$ cat config.mk
export PLATFORM = sky130hd
export DESIGN_NAME = handshake_req_src
export DESIGN_NICKNAME = d
export VERILOG_FILES = /design/src/rtl/handshake_req_src.sv
export SDC_FILE = /design/constraint.sdc
export NUM_CORES = 1
export LEC_CHECK = 0
export BUFFER_PORTS_ARGS = -buffer_cell sky130_fd_sc_hd__buf_4
export CAP_MARGIN = 20
export CORE_AREA = 4 4 42 44
export DETAILED_ROUTE_END_ITERATION = 6
export DIE_AREA = 0 0 46 48
export PLACE_DENSITY = 0.81
export SYNTH_ARGS = -nofsm -noshare
export SYNTH_HDL_FRONTEND = slang
export SYNTH_SLANG_ARGS = --single-unit
export TNS_END_PERCENT = 100
$ cat constraint.sdc
create_clock -name clk_src -period 1.7 [get_ports clk_src]
set_input_delay 0.255 -clock clk_src [delete_from_list [all_inputs] [get_ports clk_src]]
set_output_delay 0.255 -clock clk_src [all_outputs]
set_load 0.01 [all_outputs]
$ cat src/rtl/handshake_req_src.sv
// Source-side controller for a four-phase req/ack crossing: captures a payload,
// drives req_src until the resynchronized ack returns, then waits for ack to drop.
module handshake_req_src #(
  parameter int DATA_W      = 8,
  parameter int SYNC_STAGES = 2,
  parameter int TIMEOUT     = 0,
  parameter int CNT_W       = 16
) (
  input  logic              clk_src,
  input  logic              rst_src,
  input  logic              send_valid,
  input  logic [DATA_W-1:0] send_data,
  output logic              send_ready,
  output logic              req_src,
  output logic [DATA_W-1:0] data_src,
  input  logic              ack_in,
  output logic              done,
  output logic              timeout_err,
  input  logic              err_clr
);

  typedef enum logic [1:0] {
    ST_IDLE   = 2'd0,
    ST_REQ_HI = 2'd1,
    ST_REQ_LO = 2'd2,
    ST_ERR    = 2'd3
  } state_t;

  localparam bit TO_EN = (TIMEOUT != 0);
  localparam logic [CNT_W-1:0] TO_LAST = TO_EN ? CNT_W'(TIMEOUT - 1) : {CNT_W{1'b0}};

  state_t                  state_r;
  state_t                  state_nxt_s;
  logic [SYNC_STAGES-1:0]  sync_r;
  logic                    ack_s;
  logic [CNT_W-1:0]        cnt_r;
  logic [CNT_W-1:0]        cnt_nxt_s;
  logic                    to_hit_s;
  logic                    accept_s;
  logic                    req_nxt_s;
  logic                    done_nxt_s;
  logic                    err_nxt_s;
  logic [DATA_W-1:0]       data_nxt_s;

  assign ack_s      = sync_r[SYNC_STAGES-1];
  assign send_ready = (state_r == ST_IDLE);
  assign accept_s   = send_valid && send_ready;
  assign to_hit_s   = TO_EN && (cnt_r == TO_LAST);

  // ack_in resynchronizer chain; only the last stage is ever observed
  always_ff @(posedge clk_src or posedge rst_src) begin
    if (rst_src) begin
      sync_r <= {SYNC_STAGES{1'b0}};
    end else begin
      sync_r <= {sync_r[SYNC_STAGES-2:0], ack_in};
    end
  end

  // state and timeout counter registers
  always_ff @(posedge clk_src or posedge rst_src) begin
    if (rst_src) begin
      state_r <= ST_IDLE;
      cnt_r   <= {CNT_W{1'b0}};
    end else begin
      state_r <= state_nxt_s;
      cnt_r   <= cnt_nxt_s;
    end
  end

  // next-state logic: an exit condition always beats a coincident timeout
  always_comb begin
    state_nxt_s = state_r;
    case (state_r)
      ST_IDLE: begin
        if (accept_s) begin
          state_nxt_s = ST_REQ_HI;
        end else begin
          state_nxt_s = ST_IDLE;
        end
      end
      ST_REQ_HI: begin
        if (ack_s) begin
          state_nxt_s = ST_REQ_LO;
        end else if (to_hit_s) begin
          state_nxt_s = ST_ERR;
        end else begin
          state_nxt_s = ST_REQ_HI;
        end
      end
      ST_REQ_LO: begin
        if (!ack_s) begin
          state_nxt_s = ST_IDLE;
        end else if (to_hit_s) begin
          state_nxt_s = ST_ERR;
        end else begin
          state_nxt_s = ST_REQ_LO;
        end
      end
      ST_ERR: begin
        if (err_clr && !ack_s) begin
          state_nxt_s = ST_IDLE;
        end else begin
          state_nxt_s = ST_ERR;
        end
      end
      default: begin
        state_nxt_s = ST_IDLE;
      end
    endcase
  end

  // counter restarts on every state change and only runs while waiting on ack
  always_comb begin
    cnt_nxt_s = {CNT_W{1'b0}};
    if (state_nxt_s != state_r) begin
      cnt_nxt_s = {CNT_W{1'b0}};
    end else if (TO_EN && ((state_r == ST_REQ_HI) || (state_r == ST_REQ_LO))) begin
      cnt_nxt_s = cnt_r + {{(CNT_W-1){1'b0}}, 1'b1};
    end else begin
      cnt_nxt_s = {CNT_W{1'b0}};
    end
  end

  // output next values derived from the upcoming state
  always_comb begin
    req_nxt_s  = (state_nxt_s == ST_REQ_HI);
    done_nxt_s = (state_r == ST_REQ_LO) && (state_nxt_s == ST_IDLE);
    err_nxt_s  = (state_nxt_s == ST_ERR);
    if (accept_s) begin
      data_nxt_s = send_data;
    end else begin
      data_nxt_s = data_src;
    end
  end

  // registered outputs
  always_ff @(posedge clk_src or posedge rst_src) begin
    if (rst_src) begin
      req_src     <= 1'b0;
      data_src    <= {DATA_W{1'b0}};
      done        <= 1'b0;
      timeout_err <= 1'b0;
    end else begin
      req_src     <= req_nxt_s;
      data_src    <= data_nxt_s;
      done        <= done_nxt_s;
      timeout_err <= err_nxt_s;
    end
  end

endmodule

# --- Word-level counts from Yosys, hierarchy flattened ---
# Cells that the tools add are included.
word_totals:
  register_bits: 15
  latchBits: 0
  ramBits: 0
  rom_bits: 0
  out_inout_bits: 12
  mem_count: 0
op_classes:
  n_addsub: 0
  n_mul: 0
  div: 0
  order_cmp: 0
  eq_ne: 5
  shift: 0
  n_mux: 5
  bitwise: 0
  reduce_logical: 6
op_table:
  columns: ["cell", "count"]
  rows:
  - ["$pmux 2 s4", 1]
  - ["$eq 2x2->1 const B", 3]
  - ["$mux 2", 3]
  - ["$eq 2x1->1 const B", 2]
  - ["$logic_not 2->1", 2]
  - ["$logic_and 1x1->1", 3]
  - ["$logic_not 1->1", 1]
  - ["$mux 1", 1]

# --- Longest topological paths before layout ---
# Gate-level depths: netlist of run 1.
logic_depth:
  word_depth: 6
  depth_mapped: 5

# --- Least setup slack after synthesis of run 1 ---
# No wires, ideal clock.
synth_timing:
  kind: "register -> register"
  from: "register state_r[0]"
  to: "register data_src[0]"
  setup_time_ns: 0.125
  arrival_ns: 1.218
  setup_slack_ns: 0.357
  path_stages_with_launch: 6
  n_path_buf: 2
  period_less_slack_ns: 1.343
  path_cell_list: "dfrtp_1 -> buf_4 -> nor2_2 -> and2_4 -> buf_6 -> mux2_4"
synth_via:
  elab_chain_cells: 2
synth_lines:
  columns: ["element", "line_no", "text"]
  rows:
  - ["start, declared", "32", "state_t state_r;"]
  - ["start signal, assigned", "65", "state_r <= state_nxt_s;"]
  - ["$logic_not 2->1", "46", "assign send_ready = (state_r == ST_IDLE);"]
  - ["via send_ready", "13", "output logic send_ready,"]
  - ["$logic_and 1x1->1", "47", "assign accept_s = send_valid && send_ready;"]
  - ["end signal, assigned", "140", "data_src <= {DATA_W{1'b0}};"]
  - ["end signal, assigned", "145", "data_src <= data_nxt_s;"]
  - ["end, declared", "15", "output logic [DATA_W-1:0] data_src,"]
# The timed path passes the listed nets, and every way through them passes these cells.
# A chain may end at the register's enable or synchronous reset.

# --- Final worst setup path of run 1 ---
layout_timing:
  from: "register state_r[0]"
  to: "register data_src[3]"
layout_via:
  elab_chain_cells: 2
layout_lines:
  columns: ["element", "line_no"]
  rows:
  - ["$logic_not 2->1", "46"]
  - ["$logic_and 1x1->1", "47"]
# No other way between the ends.

==> metrics.md, run 1 <==
| Metric | Value |
|---|---|
| Outcome | completed |
| Gr usage total | 0.106 |
| Worst setup SP type | flip-flop |
| Hold buffers post-CTS | 0 |
| Post-route ant nets | 0 |
| CTS root buf | clkbuf_4 |
| Synth Area in Compound Gates | 0.0440 |
| Iter 0 DRT Violations | 1 |
| Syn Area/Cell | 14.6 um^2 |
| Vias in the first global route | 363 |
| Post-route insts no fill | 83 |
| Distinct cells, synth | 15 |
| Die height | 48 um |
| Fin crit share | 0.737 |
| Final core utilization | 0.560 |
| Psw | around 0.45 mW |
| Yosys warns | 0 |
| Via/cell ratio | 4.78 |
| Synth Area in XOR/XNOR | 0 |
| CTS Sinks | 15 |
| Area Overhead vs Synth | 34.8% |
| Clock transition at path regs | 0.09 ns |
| TritonCTS Buffers | 3 |
| CP Max Fanout | 8 |
| Switching share of power | 0.316 |
| Slew Viols, Final | 0 |
| Actual slew at the worst max-slew pin | 0.537 ns |
| Post-cts sizing count | 0 |
| Total of max-cap violations | 0 |
| Worst Skew | 0.00528 ns |
| IO Port Bufs | 24 |
| Antenna violations before repair | 0 |
| Commonest non-fill, non-tap cells in the layout | buf_4, dfrtp_1, mux2_4 |
| Cell Area, Synth | 597 um^2 |
| Pwr/cell area | 1780 nW/um^2 |
| Num rows | 14 |
| Placed Area | approximately 800 um^2 |
| R2R depth | 3 |
| Slowest stage cell, crit path | dfrtp_1 |
| # fillers | ~120 |
| Normalized max-slew margin | 0.642 |
| CTS H-tree lvls | 1 |
| Hpwl dp | 899 um |
| Final setup viols | 0 |
| Flop pwr share | 0.431 |
| RSZ-0062 raised after global routing | false |
| GPL Wtd Cong | approximately 0.58 |
| Final net count | 81 |
| DRC | 0 |
| Avg WL per Cell | 13.9 um |
| Peak VDD IR | 0.678 mV |
| Overflow after GRT | 0 |
| CORE AREA | 1440 um^2 |
| CP Cell Sequence | nor2_2, and2_4, mux2_4 |
| Seq cells post-synth | 15 |
| Kind of critical path | flip-flop to flip-flop |
| Design area | 805 um^2 |
| Final hold vios | 0 |
| Logic pwr share | 0.427 |
| Post-layout min period | 1.25 ns |
| Setup tns final | 0 ns |
| Crit. Startpoint | state_r[0] |
| First-pass GRT wire length | 1580 um |
| TritonCTS clock tree | done |
| GRT Max-Usage Layer | met2 |
| N_diodes | 0 |
| Critical Path RT | about 1.9 ns |
| Fmax achieved | 798 MHz |
| Lkg Pwr | 0.417 nW |
| Reg-to-Reg Start | state_r[0] |
| Met2 Use GR | 0.173 |
| Layout cells sized above 1 | 0.552 |
| Initial Utilization | 0.416 |
| Die W | 46 um |
| Via Count | 397 |
| Commonest non-fill, non-tap cell in the layout | buf_4 |
| Clock share of power | 0.142 |
| Worst-Skew Late Latency | between 0.2 and 0.3 ns |
| Adder-cell share of the synthesized area | 0 |
| Largest net degree at the start of global routing | 16 |
| # Post-CTS Setup Buffers | 0 |
| Data arrival, critical path | 1.42 ns |
| Clk buf depth | 2 |
| Syn Nets | 54 |
| Worst Hold Slack | between 0.006 and 0.007 ns |
| # placed instances | 79 |
| Min-delay worst type | primary input to asynchronous set/reset pin |
| Aggregate routed wire length | 1150 um |
| 1st-pass router iterations | 4 |
| GR Util met1 | 0.116 |
| CP peak stage delay | 0.46 ns |
| Mux contribution to synthesized area | 0.218 |
| Sequential area share after synthesis | 0.629 |
| Pint | 0.977 mW |
| Setup crit end kind | flip-flop |
| Largest family of logic cells by synthesized area | multiplexers |
| R2R Path End | data_src[3] |
| I/O Pins | 25 |
| R2r setup slk | 0.45 ns |
| Syn Inst Count | just over 40 |
| Met3 Usage GRT | 0.0414 |
| Die ar. | 2210 um^2 |
| Post-Synth Simple-Gate Area | 0.0524 |
## worst max-delay path by stage
stage               cells past startpoint           to
floorplan                               5  data_src[0]
global placement                        3  data_src[2]
detailed placement                      3  data_src[1]
CTS                                     2   send_ready
global route                            3  data_src[3]
finish                                  3  data_src[3]
## stage by stage
stage	power [mW]	worst slack, ns
after floorplan	0.983	0.357
after global placement	1.22	0.480
after detailed placement	1.24	0.454
after CTS	1.44	0.442
after global routing	1.51	0.373
final	1.43	0.447
## synthesized netlist by cell type (all sizes together)
cell	n	area, um^2
a21oi	2	10.0
and2	1	8.76
buf	2	18.8
dfrtp	15	375
inv	4	15.0
mux2	8	120
mux2i	1	10.0
nand2	1	3.75
nor2	3	13.8
nor3	1	5.00
o21ai	2	10.0
o22ai	1	6.26
## kinds of logic (layout without fill, tap and decap cells)
logic type	Yosys count	in the layout
DFF	15	15
and+or+nand+nor	6	6
muxes	9	9
AOI/OAI and AO/OA	5	5
buffers and inverters	6	32
## per-layer routing
metal | share of wire | vias to the layer above
li1 | - | 186
met1 | 0.38 | 192
met2 | 0.53 | 17
met3 | 0.079 | 2
met4 | 0.012 | 0
met5 | 0 | -
## sequential cells by signal (all words and copies together), names as in the netlist
name,count
req_src,1
done,1
sync_r,2
timeout_err,1
state_r,2
data_src,8
## cell type report
type / count / area (um^2) / area share
sequential: 15 / 375 / 0.467
multi-input combinational: 20 / 188 / 0.233
timing repair buffer: 24 / 180 / 0.224
clock buffer: 4 / 26.3 / 0.0327
tap: 16 / 20.0 / 0.0249
inverter: 4 / 15.0 / 0.0187
## critical path: cells and delay by family (launching register included)
| kind | cells | cell delay (ns) |
|---|---|---|
| flops | 1 | 0.46 |
| mux | 1 | 0.32 |
| simple gates | 2 | 0.36 |
## power by group through the flow
| stage | registers, mW | clock network, mW | logic, mW |
|---|---|---|---|
| final | 0.615 | 0.203 | 0.610 |
| after global routing | 0.635 | 0.219 | 0.656 |
| after CTS | 0.615 | 0.207 | 0.622 |
| after detailed placement | 0.620 | 0 | 0.621 |
| after global placement | 0.611 | 0 | 0.605 |
| after floorplan | 0.644 | 0 | 0.339 |
No activity file was read; power rests on OpenSTA's default activity.
==> inputs of run 2 (changes only) <==
==> constraint.sdc (replaced) <==
create_clock -name clk_src -period 1.3 [get_ports clk_src]
set_input_delay 0.195 -clock clk_src [delete_from_list [all_inputs] [get_ports clk_src]]
set_output_delay 0.195 -clock clk_src [all_outputs]
set_load 0.01 [all_outputs]
==> metrics.md, run 2 (synthesis gave the netlist of run 1 again) <==
| Metric | Value |
|---|---|
| Outcome | completed |
| R2R Path End | data_src[1] |
| Via/cell ratio | 4.54 (-5.1%) |
| Setup tns final | 0 ns (unchanged) |
| Final setup viols | 0 (unchanged) |
| Commonest non-fill, non-tap cells in the layout | buf_4, dfrtp_1, mux2_4 |
| Slew Viols, Final | 0 (unchanged) |
| # placed instances | 80 (+1.3%) |
| Post-route ant nets | 0 (unchanged) |
| Pwr/cell area | 2290 nW/um^2 (+29%) |
| Clk buf depth | 2 (unchanged) |
| Final net count | 83 (+2.5%) |
| DRC | 0 (unchanged) |
| Die height | 48 um (unchanged) |
| Normalized max-slew margin | 0.640 (-0.00134) |
| Crit. Startpoint | state_r[1] |
| GPL Wtd Cong | 0.672 (+15%) |
| Die ar. | 2210 um^2 (unchanged) |
| Avg WL per Cell | 13.4 um (-3.1%) |
| Post-route insts no fill | 85 (+2.4%) |
| TritonCTS clock tree | done |
| Register bank with the most flops | data_src |
| Commonest non-fill, non-tap cell in the layout | buf_4 |
| Actual slew at the worst max-slew pin | 0.539 ns (+0.00201 ns) |
| Aggregate routed wire length | 1140 um (-0.78%) |
| Worst setup SP type | flip-flop |
| CP Max Fanout | 8 (unchanged) |
| Pre-CTS setup slack | 0.0566 ns (-0.397 ns) |
| Setup crit end kind | flip-flop |
| Critical Path RT | 1.46 ns (-0.41 ns) |
| Antenna violations before repair | 0 (unchanged) |
| Via Count | 386 (-2.8%) |
| # fillers | 116 (-2.5%) |
| Gr usage total | 0.109 (+0.00279) |
| TritonCTS Buffers | 3 (unchanged) |
| Min-delay worst type | primary input to flip-flop |
| CTS H-tree lvls | 1 (unchanged) |
| Post-layout min period | 1.25 ns (-0.00675 ns) |
| Hpwl dp | 902 um (+0.26%) |
| Overflow after GRT | 0 (unchanged) |
| Layout cells sized above 1 | 0.551 (-0.00151) |
| First-pass GRT wire length | 1600 um (+1.3%) |
| Reg-to-Reg Start | state_r[1] |
| Initial Utilization | 0.416 (unchanged) |
| Worst-Skew Late Latency | 0.27 ns (about the same) |
| Peak VDD IR | 1.13 mV (+66%) |
| Iter 0 DRT Violations | 3 (+2) |
| Fmax achieved | 802 MHz (+0.54%) |
| Final worst slack | 0.0536 ns (-0.393 ns) |
| Vias in the first global route | 364 (+0.28%) |
| Data arrival, critical path | 1.41 ns (about the same) |
| Final core utilization | 0.576 (+0.0157) |
| CORE AREA | 1440 um^2 (unchanged) |
| Fin crit share | 0.959 (+0.222) |
| Lkg Pwr | 0.427 nW (+2.4%) |
| CTS root buf | clkbuf_4 |
| Largest register FFs | 8 (unchanged) |
| Hold Crit Start | ack_in |
| R2R depth | 3 (unchanged) |
| I/O Pins | 25 (unchanged) |
| Die W | 46 um (unchanged) |
| N_diodes | 0 (unchanged) |
| Post-cts sizing count | 0 (unchanged) |
| Largest net degree at the start of global routing | 16 (unchanged) |
| Num rows | 14 (unchanged) |
| IO Port Bufs | 24 (unchanged) |
| Worst Skew | 0.000825 ns (-0.00445 ns) |
| Biggest registers after layout | data_src (8), state_r (2), sync_r (2) |
| 1st-pass router iterations | 2 (-2) |
| Total of max-cap violations | 0 (unchanged) |
| Area Overhead vs Synth | 38.6% |
| RSZ-0062 raised after global routing | false |
| CTS Sinks | 15 (unchanged) |
| R2r setup slk | 0.05 ns (-0.39 ns) |
| Final hold vios | 0 (unchanged) |
| Clock transition at path regs | 0.08 ns (about the same) |
| Kind of critical path | flip-flop to flip-flop |
| Crit path to | data_src[1] |
-- run 2: how the worst min path moves through the flow --
stage                  end  slack, ns  cells past startpoint
3_3_place_gp   data_src[4]       0.27                      2
3_5_place_dp   data_src[1]       0.29                      2
5_1_grt          sync_r[0]      0.002                      1
4_1_cts          sync_r[0]       0.02                      1
2_1_floorplan  data_src[0]        0.1                      1
6_report         sync_r[0]       0.03                      1
-- run 2: what timing repair did --
item,in CTS,in global routing
setup buffers,0,0
endpoints found under the hold margin,15,0
hold buffers,1,0
-- run 2: through the flow --
stage / hold slack (ns) / power, mW / cell area (um^2)
final: 0.0257 / 1.90 / 827
after global routing: 0.00155 / 2.02 / 827
after CTS: 0.0157 / 1.92 / 827
after detailed placement: 0.290 / 1.66 / 791
after global placement: 0.267 / 1.63 / 791
after floorplan: 0.0965 / 1.30 / 602
-- run 2: cell type report --
cell class / count / area [um^2] / share of cell area
sequential: 15 / 375 / 0.454
timing repair buffer: 26 / 198 / 0.239
multi-input combinational: 20 / 193 / 0.233
clock buffer: 4 / 26.3 / 0.0318
tap: 16 / 20.0 / 0.0242
inverter: 4 / 15.0 / 0.0182
-- run 2: routing by layer --
metal,global-route usage,part of all wire
met5,0,0
met2,0.170,0.49
met1,0.117,0.42
met4,0.0852,0.020
met3,0.0451,0.074
-- run 2: critical path, stage by stage (launching register included) --
cell and delay [ns]:
dfrtp_1 0.45, nor2_4 0.13, and2_4 0.24, mux2_4 0.32
-- run 2: power by group --
| group | internal (mW) | leakage, nW | switching (mW) |
|---|---|---|---|
| Sequential | 0.660 | 0.181 | 0.131 |
| Clock | 0.119 | 0.0150 | 0.135 |
| Combinational | 0.526 | 0.231 | 0.325 |
==> inputs of run 3 (changes only) <==
--- a/config.mk
+++ b/config.mk
@@ -5,7 +5,7 @@
 export SDC_FILE = /design/constraint.sdc
 export NUM_CORES = 1
 export LEC_CHECK = 0
-export BUFFER_PORTS_ARGS = -buffer_cell sky130_fd_sc_hd__buf_4
+export BUFFER_PORTS_ARGS = -buffer_cell sky130_fd_sc_hd__buf_2
 export CAP_MARGIN = 20
 export CORE_AREA = 4 4 42 44
 export DETAILED_ROUTE_END_ITERATION = 6
==> metrics.md, run 3 (synthesis gave the netlist of run 1 again) <==
| Metric | Value |
|---|---|
| Worst Skew | 0.000762 ns (-0.0000633 ns) |
| Peak VDD IR | 0.996 mV (-12%) |
| Buf+Inv Stages, Crit Path | 0 (unchanged) |
| Register bank with the most flops | data_src |
| Initial Utilization | 0.416 (unchanged) |
| Critical Path RT | 1.47 ns (about the same) |
| Slowest stage cell, crit path | dfrtp_1 |
| Post-route ant nets | 0 (unchanged) |
| Fin crit share | 0.969 (+0.0104) |
| Slew Viols, Final | 0 (unchanged) |
| Die height | 48 um (unchanged) |
| CP top delay family | flip-flops |
| Outcome | completed |
| Commonest non-fill, non-tap cell in the layout | buf_2 |
| Avg WL per Cell | 12.8 um (-4.7%) |
| # Post-CTS Setup Buffers | 0 (unchanged) |
| Area Overhead vs Synth | 28.5% |
| Via Count | 411 (+6.5%) |
| Hpwl dp | 820 um (-9.1%) |
| Psw | 0.595 mW (+0.62%) |
| Reg-to-Reg Start | state_r[1] |
| Die W | 46 um (unchanged) |
| Worst Hold Slack | 0.0149 ns (-0.0107 ns) |
| Data arrival, critical path | 1.43 ns (+0.02 ns) |
| Setup tns final | 0 ns (unchanged) |
| TritonCTS clock tree | done |
| Crit path to | data_src[6] |
| Total power | 1.80 mW (-5.2%) |
| Gr usage total | 0.102 (-0.00687) |
| Via/cell ratio | 4.84 (+6.5%) |
| Aggregate routed wire length | 1090 um (-4.7%) |
| Pwr/cell area | 2340 nW/um^2 (+2.2%) |
| Post-route insts no fill | 85 (unchanged) |
| Flop pwr share | 0.433 (+0.016) |
| Worst-Skew Late Latency | 0.28 ns (about the same) |
| First-pass GRT wire length | 1520 um (-4.8%) |
| Largest net degree at the start of global routing | 16 (unchanged) |
| CTS Sinks | 15 (unchanged) |
| Iter 0 DRT Violations | 3 (unchanged) |
| Antenna violations before repair | 0 (unchanged) |
| CP Cell Sequence | nor2_4, and2_4, mux2_4 |
| R2r setup slk | 0.04 ns (about the same) |
| Final hold vios | 0 (unchanged) |
| Post-layout min period | 1.26 ns (+0.0135 ns) |
| Crit. Startpoint | state_r[1] |
| Num rows | 14 (unchanged) |
| Biggest registers after layout | data_src (8), state_r (2), sync_r (2) |
| Placed Area | 731 um^2 (-7.6%) |
| Min-delay worst type | primary input to flip-flop |
| CP Max Fanout | 8 (unchanged) |
| Final net count | 83 (unchanged) |
| R2R Path End | data_src[6] |
| CP peak stage delay | 0.45 ns (about the same) |
| Fmax achieved | 794 MHz (-1.1%) |
| Lkg Pwr | 0.409 nW (-4.2%) |
| Setup crit end kind | flip-flop |
| CTS root buf | clkbuf_4 |
| CORE AREA | 1440 um^2 (unchanged) |
| Overflow after GRT | 0 (unchanged) |
| Vias in the first global route | 357 (-1.9%) |
| DRC | 0 (unchanged) |
| RSZ-0062 raised after global routing | false |
| I/O Pins | 25 (unchanged) |
| # fillers | 132 (+14%) |
| R2R depth | 3 (unchanged) |
| 1st-pass router iterations | 4 (+2) |
| Stages on worst setup path | 3 (unchanged) |
| Largest register FFs | 8 (unchanged) |
| Final worst slack | 0.0401 ns (-0.0135 ns) |
| GPL Wtd Cong | 0.612 (-8.9%) |
| Layout cells sized above 1 | 0.551 (unchanged) |
| Logic pwr share | 0.419 (-0.030) |
| Actual slew at the worst max-slew pin | 0.548 ns (+0.00971 ns) |
| Final setup viols | 0 (unchanged) |
| Switching share of power | 0.331 (+0.0191) |
| Kind of critical path | flip-flop to flip-flop |
| Clock share of power | 0.147 (+0.013) |
| N_diodes | 0 (unchanged) |
| TritonCTS Buffers | 3 (unchanged) |
| Total of max-cap violations | 0 (unchanged) |
| CTS H-tree lvls | 1 (unchanged) |
| Commonest non-fill, non-tap cells in the layout | buf_2, dfrtp_1, mux2_4 |
| Die ar. | 2210 um^2 (unchanged) |
| IO Port Bufs | 24 (unchanged) |
| Clock transition at path regs | 0.09 ns (about the same) |
| Clk buf depth | 2 (unchanged) |
| # placed instances | 80 (unchanged) |
| Pre-CTS setup slack | 0.0632 ns (+0.00662 ns) |
| Normalized max-slew margin | 0.634 (-0.00648) |
| Final core utilization | 0.534 (-0.0418) |
| Worst setup SP type | flip-flop |
| Design area | 767 um^2 (-7.3%) |
| Pint | 1.20 mW (-7.8%) |
[run 3: how the worst min path moves through the flow]
| stage | start | to | cells after the start |
|---|---|---|---|
| after CTS | ack_in | sync_r[0] | 1 |
| after global routing | ack_in | sync_r[0] | 1 |
| after global placement | rst_src | data_src[6] | 2 |
| after detailed placement | rst_src | data_src[1] | 2 |
| final | ack_in | sync_r[0] | 1 |
| after floorplan | rst_src | data_src[0] | 1 |
[run 3: worst register-to-register path: stages (launching register included)]
cell and delay (ns):
dfrtp_1 0.45, nor2_4 0.14, and2_4 0.25, mux2_4 0.32
[run 3: cell type report]
cell class              count  area (um^2)  area share
flip-flops and latches     15          375       0.489
repair buffers             26          138       0.179
inverters                   4         15.0      0.0196
clock buffers               4         26.3      0.0343
well taps                  16         20.0      0.0261
multi-input cells          20          193       0.251
[run 3: power by group through the flow]
stage,combinational [mW],clock (mW),sequential [mW]
2_1_floorplan,0.455,0,0.847
4_1_cts,0.761,0.269,0.778
3_3_place_gp,0.734,0,0.779
5_1_grt,0.811,0.292,0.800
6_report,0.754,0.265,0.780
3_5_place_dp,0.754,0,0.788
[run 3: timing repair]
item | CTS | global route
gates resized for setup | 0 | 0
hold endpoints to repair | 15 | 0
hold buffers | 1 | 0
[run 3: routing by layer]
metal	vias to the layer above	part of all wire	track usage
met4	0	0.021	0.0852
li1	190	-	-
met3	3	0.075	0.0376
met5	-	0	0
met1	203	0.42	0.127
met2	15	0.48	0.140
